File: src/rtl/wb_pipe_master.sv
// rtl/wb_pipe_master.sv - Wishbone pipelined bus master with request/response queues
//
// Purpose: accepts {we, sel, adr, dat} requests through a put port, issues them
// as Wishbone pipelined-mode transfers, and returns {err, data} responses in
// request order through a get port. An error or ACK timeout aborts the bus
// cycle and completes every outstanding request with an error response.
//
// Ports:
//   CLK, RST_N                        clock, asynchronous active-low reset
//   request_put, EN_request_put       request {we, sel, adr, dat} and enqueue strobe
//   RDY_request_put                   request queue can accept
//   response_get, EN_response_get     response {err, data} and dequeue strobe
//   RDY_response_get                  response queue non-empty
//   CYC_O, STB_O, WE_O                Wishbone cycle, strobe, direction
//   ADR_O, SEL_O, DAT_O               Wishbone address, byte selects, write data
//   STALL_I, ACK_I, ERR_I, DAT_I      Wishbone stall, acknowledge, error, read data

module wb_pipe_master #(
    parameter int ADDR_W    = 32,
    parameter int DATA_W    = 32,
    parameter int MAX_OUT   = 8,
    parameter int REQ_DEPTH = 2,
    parameter int TIMEOUT   = 0
) (
    input  logic                                CLK,
    input  logic                                RST_N,
    input  logic [ADDR_W+DATA_W+DATA_W/8:0]     request_put,
    input  logic                                EN_request_put,
    output logic                                RDY_request_put,
    output logic [DATA_W:0]                     response_get,
    input  logic                                EN_response_get,
    output logic                                RDY_response_get,
    output logic                                CYC_O,
    output logic                                STB_O,
    output logic                                WE_O,
    output logic [ADDR_W-1:0]                   ADR_O,
    output logic [DATA_W/8-1:0]                 SEL_O,
    output logic [DATA_W-1:0]                   DAT_O,
    input  logic                                STALL_I,
    input  logic                                ACK_I,
    input  logic                                ERR_I,
    input  logic [DATA_W-1:0]                   DAT_I
);

    localparam int SEL_W = DATA_W / 8;
    localparam int REQ_W = 1 + SEL_W + ADDR_W + DATA_W;
    localparam int RSP_W = DATA_W + 1;
    localparam int CNT_W = $clog2(MAX_OUT + 1);
    localparam int RQ_AW = (REQ_DEPTH > 1) ? $clog2(REQ_DEPTH) : 1;
    localparam int RQ_CW = $clog2(REQ_DEPTH + 1);
    localparam int RS_AW = $clog2(MAX_OUT);
    localparam int TMO_W = (TIMEOUT > 0) ? $clog2(TIMEOUT + 1) : 1;

    localparam logic [RQ_AW-1:0] RQ_LAST  = RQ_AW'(REQ_DEPTH - 1);
    localparam logic [RQ_CW-1:0] RQ_FULL  = RQ_CW'(REQ_DEPTH);
    localparam logic [RS_AW-1:0] RS_LAST  = RS_AW'(MAX_OUT - 1);
    localparam logic [CNT_W-1:0] RS_FULL  = CNT_W'(MAX_OUT);
    localparam logic [CNT_W:0]   OUT_LIM  = (CNT_W + 1)'(MAX_OUT);
    localparam logic [TMO_W-1:0] TMO_LAST = TMO_W'((TIMEOUT > 0) ? TIMEOUT - 1 : 0);

    typedef enum logic [1:0] {IDLE, BUS, ABORT} state_t;

    state_t state, state_nxt;

    // Request queue
    logic [REQ_W-1:0] rq_mem [REQ_DEPTH];
    logic [RQ_AW-1:0] rq_rd, rq_wr;
    logic [RQ_CW-1:0] rq_cnt, rq_cnt_nxt;
    logic             rq_push;

    // Response queue; sized to MAX_OUT so reserved space always fits
    logic [RSP_W-1:0] rs_mem [MAX_OUT];
    logic [RS_AW-1:0] rs_rd, rs_wr;
    logic [CNT_W-1:0] rs_cnt;
    logic             rs_push, rs_pop;
    logic [RSP_W-1:0] rs_data;

    logic [CNT_W-1:0] outstanding, out_nxt;
    logic [CNT_W:0]   in_use;
    logic [TMO_W-1:0] tmo_cnt, tmo_nxt;
    logic             tmo_hit;
    logic             cur_we;

    logic              head_we;
    logic [SEL_W-1:0]  head_sel;
    logic [ADDR_W-1:0] head_adr;
    logic [DATA_W-1:0] head_dat;

    logic stb, issue, bus_rsp, bus_err;

    function automatic logic [RQ_AW-1:0] rq_inc(input logic [RQ_AW-1:0] p);
        return (p == RQ_LAST) ? '0 : p + 1'b1;
    endfunction

    function automatic logic [RS_AW-1:0] rs_inc(input logic [RS_AW-1:0] p);
        return (p == RS_LAST) ? '0 : p + 1'b1;
    endfunction

    assign {head_we, head_sel, head_adr, head_dat} = rq_mem[rq_rd];

    assign rq_push = EN_request_put && (rq_cnt != RQ_FULL);
    assign rs_pop  = EN_response_get && (rs_cnt != '0);

    // Slots held by in-flight requests plus undelivered responses; issuing
    // only below MAX_OUT guarantees every future response has a queue slot.
    assign in_use = {1'b0, outstanding} + {1'b0, rs_cnt};

    // Strobe is recomputed each cycle from the unpopped head; while stalled
    // none of its inputs can make it drop except leaving BUS, so the beat holds.
    assign stb = (state == BUS) && (rq_cnt != '0) && (in_use < OUT_LIM) &&
                 ((head_we == cur_we) || (outstanding == '0));
    assign issue = stb && !STALL_I;

    // Bus terminations only count while a request is actually in flight.
    assign bus_rsp = (state == BUS) && (ACK_I || ERR_I) && (outstanding != '0);
    assign bus_err = bus_rsp && ERR_I;

    assign tmo_hit = (TIMEOUT > 0) && (state == BUS) && (outstanding != '0) &&
                     !ACK_I && !ERR_I && (tmo_cnt == TMO_LAST);

    always_comb begin
        tmo_nxt = '0;
        if ((TIMEOUT > 0) && (state == BUS) && (outstanding != '0) &&
            !ACK_I && !ERR_I && !tmo_hit)
            tmo_nxt = tmo_cnt + 1'b1;
    end

    always_comb begin
        out_nxt = outstanding;
        if (state == ABORT) begin
            if (outstanding != '0)
                out_nxt = outstanding - 1'b1;
        end else begin
            out_nxt = outstanding + CNT_W'(issue) - CNT_W'(bus_rsp);
        end
    end

    assign rq_cnt_nxt = rq_cnt + RQ_CW'(rq_push) - RQ_CW'(issue);

    // Abort drains one synthetic error response per cycle.
    always_comb begin
        rs_push = 1'b0;
        rs_data = '0;
        if (state == ABORT) begin
            if (outstanding != '0) begin
                rs_push = 1'b1;
                rs_data = {1'b1, {DATA_W{1'b0}}};
            end
        end else if (bus_rsp) begin
            rs_push = 1'b1;
            rs_data = {ERR_I, DAT_I};
        end
        if (rs_cnt == RS_FULL)
            rs_push = 1'b0;
    end

    always_comb begin
        state_nxt = state;
        unique case (state)
            IDLE:  if (rq_cnt != '0) state_nxt = BUS;
            BUS: begin
                if (bus_err || tmo_hit)
                    state_nxt = ABORT;
                else if ((rq_cnt_nxt == '0) && (out_nxt == '0))
                    state_nxt = IDLE;
            end
            ABORT: if (out_nxt == '0) state_nxt = IDLE;
            default: state_nxt = IDLE;
        endcase
    end

    always_ff @(posedge CLK or negedge RST_N) begin
        if (!RST_N) begin
            state       <= IDLE;
            outstanding <= '0;
            tmo_cnt     <= '0;
            cur_we      <= 1'b0;
            rq_rd       <= '0;
            rq_wr       <= '0;
            rq_cnt      <= '0;
            rs_rd       <= '0;
            rs_wr       <= '0;
            rs_cnt      <= '0;
        end else begin
            state       <= state_nxt;
            outstanding <= out_nxt;
            tmo_cnt     <= tmo_nxt;
            rq_cnt      <= rq_cnt_nxt;
            rs_cnt      <= rs_cnt + CNT_W'(rs_push) - CNT_W'(rs_pop);
            if (rq_push) rq_wr <= rq_inc(rq_wr);
            if (issue) begin
                rq_rd  <= rq_inc(rq_rd);
                cur_we <= head_we;
            end
            if (rs_push) rs_wr <= rs_inc(rs_wr);
            if (rs_pop)  rs_rd <= rs_inc(rs_rd);
        end
    end

    always_ff @(posedge CLK) begin
        if (rq_push) rq_mem[rq_wr] <= request_put;
        if (rs_push) rs_mem[rs_wr] <= rs_data;
    end

    assign RDY_request_put  = (rq_cnt != RQ_FULL);
    assign RDY_response_get = (rs_cnt != '0);
    assign response_get     = rs_mem[rs_rd];

    // Bus fields are zero whenever no beat is presented, which also gives
    // all-zero outputs throughout reset.
    assign CYC_O = (state == BUS);
    assign STB_O = stb;
    assign WE_O  = stb && head_we;
    assign ADR_O = stb ? head_adr : '0;
    assign DAT_O = stb ? head_dat : '0;
    assign SEL_O = !stb ? '0 : ((head_we && (head_sel == '0)) ? '1 : head_sel);

endmodule

File: config.mk
export PLATFORM = sky130hd
export DESIGN_NAME = wb_pipe_master
export DESIGN_NICKNAME = d
export VERILOG_FILES = /design/src/rtl/wb_pipe_master.sv
export SDC_FILE = /design/constraint.sdc
export NUM_CORES = 1
export LEC_CHECK = 0
export BUFFER_PORTS_ARGS = -buffer_cell sky130_fd_sc_hd__buf_2
export CORE_MARGIN = 5
export CORE_UTILIZATION = 46
export CTS_CLUSTER_DIAMETER = 120
export DETAILED_ROUTE_END_ITERATION = 12
export GPL_TIMING_DRIVEN = 0
export HOLD_SLACK_MARGIN = 0.15
export PLACE_DENSITY = 0.7
export SYNTH_ARGS = -nofsm -noshare
export SYNTH_HDL_FRONTEND = slang
export SYNTH_SLANG_ARGS = --single-unit
File: constraint.sdc
create_clock -name CLK -period 8.6 [get_ports CLK]
set_input_delay 0.43 -clock CLK [delete_from_list [all_inputs] [get_ports CLK]]
set_output_delay 0.43 -clock CLK [all_outputs]
set_load 0.005 [all_outputs]
==> flow_summary.toml, run 1 <==
[clocking]
insertion_delay_ns = 0.56
clock-root-buffer = "clkbuf_16"
clockBufferDepth = 3
cts_tree = "yes"
htreeDepth = 2
cts_resized = 0
numCtsBuffers = 45
cts.clk_slew.worst_paths_ns = 0.06
clock_sinks = 423

[synth]
synthesis.nets = 1001
yosys_register_bits = 423
syn_inst = 868
synthDistinctLibCells = 45
synth_top_area_cell = "edfxtp_1"
avgSynthCellArea_um2 = 19.4
ys_warn_count = 0
async_reset_ff_share_pct = 4.96
synth-edff-count = 402
ys_seq_area_share_pct = 74.9
yosysTopAreaCellShare_pct = 71.8
ys.flop_type = "edfxtp_1"
ys_top_cells_by_area = "edfxtp_1, mux4_2, mux2i_1"
syn_area_mm2 = 0.0168

[place]
gp_congestion = 0.776
io_buffers = 213
place_area_mm2 = 0.0189
dp_hpwl_um = 24500

[sta]
setup_violations = 0
timing.setup.tns_ns = 0
rsz0062_at_grt = "false"
worst-slew-pin-transition_ns = 0.940
fmax_mhz = 287
slew_headroom_pct = 36.8
fin_skew_ns = 0.0201
final-max-slew-violation-count = 0
period_share_pct = 40.5
min_period_ns = 3.48
hold_viol_final = 0

[die]
io_pins = 214
dieHeight_um = 201
initial_core_util_pct = 46.3
die_area_mm2 = 0.0405
rows = 70
core_mm2 = 0.0363
die_x_um = 201

[setup_path]
endpoint_kind = "register"
critPathRequiredTime_ns = 9.04
worstSetupPathType = "reg -> reg"
cp-start-kind = "register"
crit_fanout = 10
arrival_ns = 3.92

[drt]
ant_nets = 0
drtPass1Iterations = 5
viasPerCell = 5.28
wl_um = 36900
first_iter_violations = 457
vias = 9126
post_drt_wl_per_cell_um = 21.3
route.detailed.drc = 0

[pwr]
seq_power_share_pct = 41.3
powerDensity_mw_per_mm2 = 338
p_leak_uw = 0.00787
comb_power_share_pct = 32.6
ir_worst_vdd_mv = 0.212
p_clk_share_pct = 26.1
switching_share_pct = 30.4
power_switching_uw = 2160
intPower_uw = 4940

[grt]
grt_pass1_wl_um = 57400
grt_max_degree = 42
grt_usage_pct = 18.3
grt_pass1_vias = 9939
grt_antenna_before_repair = 2
grt-ovfl-total = 0

[final_layout]
fin_nets = 1361
post-route-util_pct = 57.8
most-common-layout-cells = "edfxtp_1, buf_2, nor2_1"
mostFrequentLayoutCell = "edfxtp_1"
antenna_cells = 0
design_area_mm2 = 0.0210
final_layout_size_suffix_gt1_share_pct = 34.8
area_growth_syn_to_layout_pct = 25.0

[flow_run]
drv_cap = 0

[status]
status = "finished clean"

[hold_path]
hp-class = "in -> reg"
==> path summary, 6_finish.rpt <==
kind / startpoint / endpoint / slack [ns] / cells after the start
setup reg to reg: outstanding[1]$_DFF_PN0_ / state[0]$_DFFE_PN0P_ / 5.12 / 12
hold reg to reg: rq_cnt[1]$_DFF_PN0_ / rq_cnt[1]$_DFF_PN0_ / 0.53 / 1
max in group asynchronous: RST_N / rq_rd$_DFFE_PN0N_ / 7.86 / 2
setup / recovery: outstanding[1]$_DFF_PN0_ / state[0]$_DFFE_PN0P_ / 5.12 / 12
min in group asynchronous: RST_N / rs_cnt[1]$_DFF_PN0_ / 0.38 / 2
hold / removal: STALL_I / rq_rd$_DFFE_PN0N_ / 0.20 / 3
==> worst max-delay path: stages, from the launching register on <==
cell	delay [ns]
dfrtp_1	0.46
inv_1	0.17
ha_1	0.25
nand2_1	0.09
o211a_1	0.37
clkbuf_1	0.51
ha_1	0.33
inv_1	0.05
ha_1	0.17
fa_1	0.44
nor2_1	0.12
nand2_1	0.07
o41a_1	0.32
==> through the flow <==
step	hold WS (ns)	power (uW)	setup WS, ns	cells
after global routing	0.189	7490	4.83	1728
final	0.203	7100	5.12	1728
after floorplan	0.134	4450	4.29	868
after global placement	0.436	5190	1.20	1549
after CTS	0.166	7170	5.04	1728
after detailed placement	0.453	5290	5.07	1578
==> sequential cells by signal, indices dropped and copies added (netlist names) <==
name         flops
rs_mem         264
rq_mem         138
outstanding      4
rs_cnt           4
rs_rd            3
rs_wr            3
rq_cnt           2
state            2
cur_we           1
rq_rd            1
rq_wr            1
==> repair_timing <==
action,CTS,global route
hold buffers,71,0
hold endpoints to repair,160,0
setup buffers,0,0
==> per-layer routing <==
metal  wire [um]  share of wire (%)  global-route usage, %
met1       14300                 39                   22.2
met2       19000                 52                   32.4
met3        2760                7.5                   5.43
met4         736                2.0                   4.30
met5          19              0.052                      0
==> power groups by stage <==
| stage | sequential, uW | clock (uW) | combinational, uW |
|---|---|---|---|
| floorplan | 2950 | 0 | 1500 |
| global route | 2970 | 1980 | 2540 |
| finish | 2930 | 1850 | 2320 |
| detailed placement | 2970 | 0 | 2320 |
| global placement | 3000 | 0 | 2180 |
| CTS | 2930 | 1890 | 2360 |
==> cells by family after synthesis <==
| family | synth area share [%] |
|---|---|
| compound gates | 1.24 |
| xor+xnor | 0.625 |
| fa+ha+maj | 1.95 |
| buf+inv | 1.67 |
| flops | 74.9 |
| mux | 15.4 |
| simple gates | 4.17 |
==> cells in the mapped netlist (2+ instances only) <==
library cell,n
dfrtp_1,21
a21oi_1,7
mux2_2,36
buf_2,15
nor3_1,6
a21o_1,3
ha_1,23
inv_1,20
buf_1,4
edfxtp_1,402
buf_6,5
xor2_1,3
nand2_1,17
a31oi_1,4
xnor2_1,9
nor3b_1,5
clkbuf_1,16
nand2b_1,3
nor2_1,75
o21ai_0,5
fa_1,2
mux2i_1,68
mux4_2,66
and2_1,32
==> final cells by class <==
cell class	count	area, um2
plain buffers	40	206
well taps	468	586
multi-input cells	385	4000
repair buffers	313	2150
fillers	2667	15300
clock inverters	18	206
inverters	20	75.1
flip-flops and latches	423	12600
clock buffers	61	1210
Power figures use the tool's default switching activity.
==> run 2: changes to the inputs <==
- ABC_AREA: not set -> 1
- clock period: 8.6 -> 3.56 ns (I/O delays scaled with it)
==> flow_summary.toml, run 2 <==
[final_layout]
largest_register = "rs_mem"
fin_nets = 1887
design_area_mm2 = 0.0215
area_growth_syn_to_layout_pct = 26.3
final_layout_size_suffix_gt1_share_pct = 18.5
fill_cells = 2857
mostFrequentLayoutCell = "edfxtp_1"
top_regs = "rs_mem: 264 flops, rq_mem: 138 flops"
largest_reg_flops = 264
instances_no_fill = 2257
most-common-layout-cells = "edfxtp_1, nor2_1, buf_2"

[synth]
synthSimpleGateAreaFrac_pct = 11.1
synth_compound_area_share_pct = 8.80
avgSynthCellArea_um2 = 12.4
synth_top_family_by_area = "simple AND/OR/NAND/NOR gates"
synthDistinctLibCells = 30
synthXorXnorAreaFrac_pct = 0.309
synth_fa_ha_area_share_pct = 1.93
synthesis.nets = 1509
synth.mux.area_fraction_pct = 0.235
synth-edff-count = 402
ys_top_cells_by_area = "edfxtp_1, nor2_1, o21ai_0"
synth_top_area_cell = "edfxtp_1"
async_reset_ff_share_pct = 4.96
ys.flop_type = "edfxtp_1"
ys_seq_area_share_pct = 74.1
ys_warn_count = 0
yosys_register_bits = 423
synthTopCellsByCount = "edfxtp_1, nor2_1, nand2_1"
yosys.cell_count.top_type = "edfxtp_1"
yosysTopAreaCellShare_pct = 71.0
syn_inst = 1376
syn_area_mm2 = 0.0170

[setup_path]
crit_fanout = 8
arrival_ns = 3.71
critical_path.cell_chain = "inv_1, ha_1, nand2_2, nand3_2, nand2_4, nor2_4, inv_2, ha_1, inv_1, ha_1, fa_1, xor2_1, nand2_1, nand2_1, nand3_1, o21ai_1, nand2_1, o21ai_1"
cpMaxStageDelayCell = "dfrtp_1"
cp-start-kind = "register"
max_stage_delay_ns = 0.42
worstSetupPathType = "reg -> reg"
critPathRequiredTime_ns = 4.05
endpoint_kind = "register"

[pwr]
ir_worst_vdd_mv = 0.432
powerDensity_mw_per_mm2 = 825
total_power_uw = 17700
p_leak_uw = 0.00826

[die]
rows = 70
io_pins = 214
dieHeight_um = 202
core_mm2 = 0.0365
die_area_mm2 = 0.0409
initial_core_util_pct = 46.6
die_x_um = 202

[sta]
setup_ws_ns = 0.340
hold_viol_final = 0
fmax_mhz = 311
final-max-slew-violation-count = 0
setup_violations = 0
worst-slew-pin-transition_ns = 0.815
slew_headroom_pct = 45.1
period_share_pct = 90.4
fin_skew_ns = 0.0256
min_period_ns = 3.22
rsz0062_at_grt = "false"

[grt]
grt_pass1_vias = 12438
grt-ovfl-total = 0
grt_pass1_wl_um = 68900
grt_usage_pct = 21.5
grt_max_degree = 33
grt_antenna_before_repair = 4

[drt]
first_iter_violations = 1006
vias = 11853
ant_nets = 0
drtPass1Iterations = 5
post_drt_wl_per_cell_um = 19.9
wl_um = 44800
route.detailed.drc = 0
viasPerCell = 5.25

[place]
gp_congestion = 0.816
place_area_mm2 = 0.0190
dp_hpwl_um = 28200
post-place-cells = 2069
pre_cts_ws_ns = 0.230
io_buffers = 213

[hold_path]
hp-class = "in -> reg"

[clocking]
htreeDepth = 2
cts_tree = "yes"
clock-root-buffer = "clkbuf_16"
clockBufferDepth = 3
cts.clk_slew.worst_paths_ns = 0.06
numCtsBuffers = 43
insertion_delay_ns = 0.57
clock_sinks = 423

[status]
status = "finished clean"

[flow_run]
drv_cap = 0
## run 2: cells by family (layout without fill, tap and decap cells)
kind of cell               after synthesis  count (layout)
AOI/OAI and AO/OA                      282             282
xor gates and xnor gates                 6               6
adders and majority gates               25              25
buffers and inverters                  153             563
DFF                                    423             423
muxes                                    4               4
other                                    0               3
and+or+nand+nor                        483             483
## run 2: layout make-up
type / instances / area, um2 / area share, %
sequential: 423 / 12600 / 58.6
multi-input combinational: 800 / 3890 / 18.1
timing repair buffer: 333 / 2420 / 11.3
clock buffer: 56 / 1120 / 5.23
tap: 468 / 586 / 2.73
buffer: 75 / 308 / 1.43
inverter: 78 / 293 / 1.36
clock inverter: 21 / 263 / 1.22
antenna: 3 / 7.51 / 0.0349
## run 2: critical path, delay by kind of cell (launching register included)
kind | cells | cell delay (ns)
flops | 1 | 0.42
fa+ha+maj | 4 | 1.13
compound gates | 2 | 0.27
xor+xnor | 1 | 0.16
buf+inv | 3 | 0.30
simple gates | 8 | 0.85
## run 2: what timing repair did
action / 4_1_cts / 5_1_grt
hold buffers: 108 / 0
buffers inserted: 0 / 0
gates resized for setup: 0 / 1
hold endpoints to repair: 423 / 0
endpoints found under the setup margin: 0 / 1
## run 2: routing by layer
metal | wire [um] | up-vias | track usage [%]
met5 | 14 | - | 0
li1 | - | 5609 | -
met1 | 16800 | 5597 | 25.7
met3 | 4190 | 99 | 6.08
met4 | 1430 | 4 | 8.05
met2 | 22300 | 544 | 37.3
## run 2: worst paths after layout
| path | start | endpoint | slack [ns] | depth (start not counted) |
|---|---|---|---|---|
| worst min-delay path | request_put[26] | rq_mem[0][26]$_DFFE_PP_ | 0.34 | 2 |
| min in group asynchronous | RST_N | state[1]$_DFFE_PN0P_ | 0.66 | 3 |
| worst max-delay path | outstanding[1]$_DFF_PN0_ | state[0]$_DFFE_PN0P_ | 0.34 | 18 |
| worst max register to register | outstanding[1]$_DFF_PN0_ | state[0]$_DFFE_PN0P_ | 0.34 | 18 |
| max in group asynchronous | RST_N | rs_cnt[1]$_DFF_PN0_ | 2.02 | 4 |
| worst min register to register | cur_we$_DFFE_PN0N_ | cur_we$_DFFE_PN0N_ | 0.50 | 2 |
## run 2: stage by stage
step | utilization, % | hold slack [ns] | setup TNS (ns)
after floorplan | - | -0.118 | 0
after global placement | 51.1 | 0.180 | -397.51
after detailed placement | 52.0 | 0.190 | 0
after CTS | 58.8 | 0.314 | 0
after global routing | 58.8 | 0.338 | 0
final | 58.8 | 0.338 | 0
## run 2: report_power, final
group	internal, uW	leakage [uW]	total (uW)	switching [uW]
Combinational	1970	0.00361	6210	4240
Sequential	6750	0.00399	7030	278
Clock	2610	0.000665	4490	1880
